File: src/rtl/prog_loader.sv
// rtl/prog_loader.sv - byte-stream program memory loader that holds the CPU in reset while loading
module prog_loader #(
  parameter int Psize = 6,
  parameter int Isize = 24
) (
  input  logic             clk,
  input  logic             nReset,
  input  logic             start,
  input  logic [7:0]       in_data,
  input  logic             in_valid,
  input  logic             in_last,
  output logic             in_ready,
  output logic             we,
  output logic [Psize-1:0] waddr,
  output logic [Isize-1:0] wdata,
  output logic             cpu_hold,
  output logic             busy,
  output logic             done,
  output logic             err,
  output logic [Psize:0]   words
);

  localparam int NB = (Isize + 7) / 8;
  localparam int BW = (NB > 1) ? $clog2(NB) : 1;
  localparam logic [BW-1:0]  LAST_BYTE = BW'(NB - 1);
  localparam logic [Psize:0] DEPTH     = {1'b1, {Psize{1'b0}}};

  typedef enum logic [2:0] {
    IDLE,
    RECV,
    WRITE,
    DONE,
    ERROR
  } state_t;

  state_t           state;
  state_t           state_next;
  logic [Isize-1:0] sr;
  logic [Isize-1:0] sr_shift;
  logic [Psize-1:0] addr;
  logic [BW-1:0]    bcnt;
  logic             last_flag;
  logic [Psize:0]   words_inc;
  logic             final_byte;

  // New byte enters at the bottom; for a non-byte-multiple width the top bits fall off.
  if (Isize > 8) begin : g_shift
    assign sr_shift = {sr[Isize-9:0], in_data};
  end else begin : g_byte
    assign sr_shift = in_data[Isize-1:0];
  end

  assign words_inc  = words + 1'b1;
  assign final_byte = (bcnt == LAST_BYTE);
  assign waddr      = addr;
  assign wdata      = sr;

  // State register.
  always_ff @(posedge clk or negedge nReset) begin
    if (!nReset) begin
      state <= IDLE;
    end else begin
      state <= state_next;
    end
  end

  // Next-state decode plus the handshake and write strobe, which depend only on state.
  always_comb begin
    state_next = state;
    in_ready   = 1'b0;
    we         = 1'b0;
    case (state)
      IDLE: begin
        if (start) state_next = RECV;
      end
      RECV: begin
        in_ready = 1'b1;
        if (in_valid) begin
          if (final_byte)   state_next = WRITE;
          else if (in_last) state_next = ERROR;
        end
      end
      WRITE: begin
        we = 1'b1;
        if (last_flag)               state_next = DONE;
        else if (words_inc == DEPTH) state_next = ERROR;
        else                         state_next = RECV;
      end
      DONE:    state_next = IDLE;
      ERROR:   state_next = IDLE;
      default: state_next = IDLE;
    endcase
  end

  // Datapath and sticky status; DONE/ERROR take effect as the FSM leaves those states.
  always_ff @(posedge clk or negedge nReset) begin
    if (!nReset) begin
      sr        <= '0;
      addr      <= '0;
      bcnt      <= '0;
      last_flag <= 1'b0;
      words     <= '0;
      busy      <= 1'b0;
      cpu_hold  <= 1'b0;
      done      <= 1'b0;
      err       <= 1'b0;
    end else begin
      case (state)
        IDLE: begin
          if (start) begin
            done      <= 1'b0;
            err       <= 1'b0;
            words     <= '0;
            bcnt      <= '0;
            addr      <= '0;
            last_flag <= 1'b0;
            busy      <= 1'b1;
            cpu_hold  <= 1'b1;
          end
        end
        RECV: begin
          if (in_valid) begin
            sr <= sr_shift;
            if (final_byte) begin
              bcnt <= '0;
              if (in_last) last_flag <= 1'b1;
            end else begin
              bcnt <= bcnt + 1'b1;
            end
          end
        end
        WRITE: begin
          words <= words_inc;
          addr  <= addr + 1'b1;
        end
        DONE: begin
          busy     <= 1'b0;
          cpu_hold <= 1'b0;
          done     <= 1'b1;
        end
        ERROR: begin
          busy <= 1'b0;
          err  <= 1'b1;
        end
        default: ;
      endcase
    end
  end

endmodule
File: config.mk
export PLATFORM = sky130hd
export DESIGN_NAME = prog_loader
export DESIGN_NICKNAME = d
export VERILOG_FILES = /design/src/rtl/prog_loader.sv
export SDC_FILE = /design/constraint.sdc
export NUM_CORES = 1
export LEC_CHECK = 0
export ABC_AREA = 1
export CAP_MARGIN = 30
export CORE_MARGIN = 3
export CORE_UTILIZATION = 52
export DETAILED_ROUTE_END_ITERATION = 12
export GPL_TIMING_DRIVEN = 0
export PLACE_DENSITY = 0.85
export SYNTH_ARGS = -nofsm -noshare
export SYNTH_HDL_FRONTEND = slang
export SYNTH_SLANG_ARGS = --single-unit
export TNS_END_PERCENT = 10
File: constraint.sdc
create_clock -name clk -period 3.9 [get_ports clk]
set_clock_uncertainty 0.05 [all_clocks]
set_input_delay 0.39 -clock clk [delete_from_list [all_inputs] [get_ports clk]]
set_output_delay 0.39 -clock clk [all_outputs]
set_load 0.03 [all_outputs]
==> results.sh <==
export IMPL_fillers=273
export IMPL_layout_cells_non_filler=317
export IMPL_grt_usage=0.191
export IMPL_drt_met1_wl_um=1930
export IMPL_wl_met2_um=2200
export IMPL_synth_seq_area_share=0.551
export IMPL_dpl_hpwl_um=3310
export IMPL_max_freq_mhz=396
export IMPL_start_util=0.562
export IMPL_most_common_layout_cells="clkdlybuf4s50_1 (54), dfrtp_1 (47), nand2_1 (45), inv_1 (22)"
export IMPL_cts_tree="built"
export IMPL_fin_crit_ps=2520
export IMPL_pin_count=56
export IMPL_synth_area_sq_um=2140
export IMPL_finalWirelength_um=4410
export IMPL_top_layer="met4"
export IMPL_synth_top_family_by_area="simple AND/OR/NAND/NOR gates"
export IMPL_grt_pass1_wl_um=7530
export IMPL_fin_setup_tns_ps=0
export IMPL_gp_congestion=0.830
export IMPL_end_kind="primary output"
export IMPL_dieHeight_um=70.1
export IMPL_rsz0062_at_grt="false"
export IMPL_synthAdderAreaFrac=0.0176
export IMPL_wl_met3_um=208
export IMPL_numCtsBuffers=5
export IMPL_worst_pin_slew_ps=596
export IMPL_crit_chain="inv_1 > nand3_1 > inv_1 > buf_2 > clkdlybuf4s50_1"
export IMPL_syn_inst=205
export IMPL_crit_buf_inv=4
export IMPL_syn_num_nets=221
export IMPL_synth_xor_area_frac=0.00410
export IMPL_reg2reg_to="wdata[8]$_DFFE_PN0P_"
export IMPL_diodes=0
export IMPL_powerDensity_nw_per_um2=757
export IMPL_max_stage_delay_ps=710
export IMPL_grt_max_degree=26
export IMPL_gr_total_overflow=0
export IMPL_antenna_found_initial=0
export IMPL_synth_compound_area_share=0.0551
export IMPL_finalCritPeriodShare=0.647
export IMPL_worst_slack_ps=1380
export IMPL_grt_pass1_vias=1612
export IMPL_ir_worst_vdd_v=0.000550
export IMPL_final_common_cell="clkdlybuf4s50_1"
export IMPL_detail_route_drc_violations=0
export IMPL_setup_viol=0
export IMPL_die_area_sq_um=4910
export IMPL_drtAntennaViolNets=0
export IMPL_drt_pass1_iter_count=4
export IMPL_muxShareOfSynthArea=0.149
export IMPL_dr_total_vias=1629
export IMPL_cts_resized=0
export IMPL_holdWs_ps=33.6
export IMPL_area_growth_pct=33.8
export IMPL_ys_warnings_count=0
export IMPL_crit_path_top_delay_cell="clkdlybuf4s50_1"
export IMPL_dp_cells=309
export IMPL_timing_critical_path_mode_cell="inv_1"
export IMPL_clk_latency_ps=300
export IMPL_vias_per_cell=5.14
export IMPL_start_kind="flip-flop"
export IMPL_cts_sinks=47
export IMPL_synth_cell_type_count=23
export IMPL_routedWlPerCell_um=13.9
export IMPL_hold_viol_final=0
export IMPL_path_class="reg -> out"
export IMPL_pre_cts_ws_ps=1730
export IMPL_status="finished, final reports clean"
export IMPL_postCtsSetupRepairBufs=0
export IMPL_r2r_start="state[2]$_DFFE_PN0P_"
export IMPL_power_leakage_nw=1.36
export IMPL_synth_seq_cells=47
export IMPL_cts_hold_buf=0
export IMPL_avgSynthCellArea_sq_um=10.4
export IMPL_io_buffers=55
export IMPL_die_w_um=70.1
export IMPL_cts_clk_slew_worst_paths_ps=90
export IMPL_rows=22
export IMPL_layout_drive_gt1_share=0.145
export IMPL_arrival_ps=2080
export IMPL_r2r_cells=4
export IMPL_first_iter_violations=129
export IMPL_slew_viol_final=0
export IMPL_core_sq_um=3800
export IMPL_drv_cap=0
export IMPL_cp_max_fo=10
export IMPL_crit_family="buffers and inverters"
export IMPL_htree_levels=2
export IMPL_regToRegSetupSlack_ps=2230
export IMPL_synth_simple_area_share=0.166
export IMPL_root_buffer="clkbuf_8"
export IMPL_hold_path_class="in -> async"
export IMPL_cp_required_ps=3460
export IMPL_nNetsFinal=284
export IMPL_slew_headroom=0.603
export IMPL_cts_path_max_buffers=2
[report_power, final]
group / switching (mW) / internal (mW) / total [mW]
Combinational: 0.577 / 0.506 / 1.08
Sequential: 0.128 / 0.655 / 0.783
Clock: 0.170 / 0.125 / 0.295
Total: 0.875 / 1.29 / 2.16
[cell families after synthesis]
family          after synthesis
compound gates               22
xor+xnor                      1
fa+ha+maj                     3
buf+inv                      28
flops                        47
mux                          23
simple gates                 81
[metrics by stage]
| stage | utilization | total power, mW | instance area [sq um] |
|---|---|---|---|
| floorplan | - | 1.46 | 2140 |
| global placement | 0.723 | 1.84 | 2750 |
| detailed placement | 0.729 | 1.88 | 2770 |
| CTS | 0.752 | 2.17 | 2860 |
| global route | 0.752 | 2.27 | 2860 |
| finish | 0.752 | 2.16 | 2860 |
[cells in the mapped netlist]
master | n | area share
dfrtp_1 | 47 | 0.55
nand2_1 | 45 | 0.079
inv_1 | 22 | 0.039
mux2_4 | 16 | 0.11
o21ai_0 | 16 | 0.037
nand3_1 | 15 | 0.035
nor2_1 | 12 | 0.021
mux2_2 | 6 | 0.032
nor3_1 | 4 | 0.0094
a21oi_1 | 3 | 0.0070
ha_1 | 3 | 0.018
nand4_1 | 3 | 0.0088
buf_2 | 2 | 0.0047
buf_6 | 2 | 0.011
a32oi_1 | 1 | 0.0041
clkbuf_1 | 1 | 0.0018
inv_2 | 1 | 0.0018
mux2i_1 | 1 | 0.0047
nand2_4 | 1 | 0.0053
nor3_4 | 1 | 0.0076
o21bai_1 | 1 | 0.0035
o22ai_1 | 1 | 0.0029
xor2_1 | 1 | 0.0041
[flip-flops by register name (all words and copies together), names as in the netlist]
register   count
cpu_hold       1
done           1
busy           1
waddr          6
words          7
wdata         24
state          3
err            1
last_flag      1
bcnt           2
[routing by layer]
layer,track usage,vias up
li1,-,802
met2,0.323,49
met5,0,-
met3,0.0360,8
met4,0.0638,0
met1,0.246,770
[area by class of cell]
cell class | instances | area, sq um | area share
timing repair buffer | 56 | 573 | 0.201
sequential | 47 | 1180 | 0.412
multi-input combinational | 130 | 837 | 0.293
buffer | 5 | 36.3 | 0.0127
clock buffer | 5 | 68.8 | 0.0241
clock inverter | 3 | 20.0 | 0.00701
tap | 48 | 60.1 | 0.0210
inverter | 23 | 86.3 | 0.0302
[worst max path at each step]
| stage | cells past startpoint | slack, ps | end | start |
|---|---|---|---|---|
| after floorplan | 4 | 2180 | wdata[10]$_DFFE_PN0P_ | state[2]$_DFFE_PN0P_ |
| after global placement | 1 | 1130 | words[2]$_DFFE_PN0P_ | nReset |
| after detailed placement | 5 | 1730 | we | state[2]$_DFFE_PN0P_ |
| after CTS | 5 | 1390 | we | state[2]$_DFFE_PN0P_ |
| after global routing | 5 | 1260 | we | state[2]$_DFFE_PN0P_ |
| final | 5 | 1380 | we | state[2]$_DFFE_PN0P_ |
[worst reg2reg max path, stage by stage (launching register included)]
cell and delay [ps]:
dfrtp_1 460, nor3_4 380, nand2_4 160, buf_6 200, mux2_4 300
(Power assumes the default switching activity.)
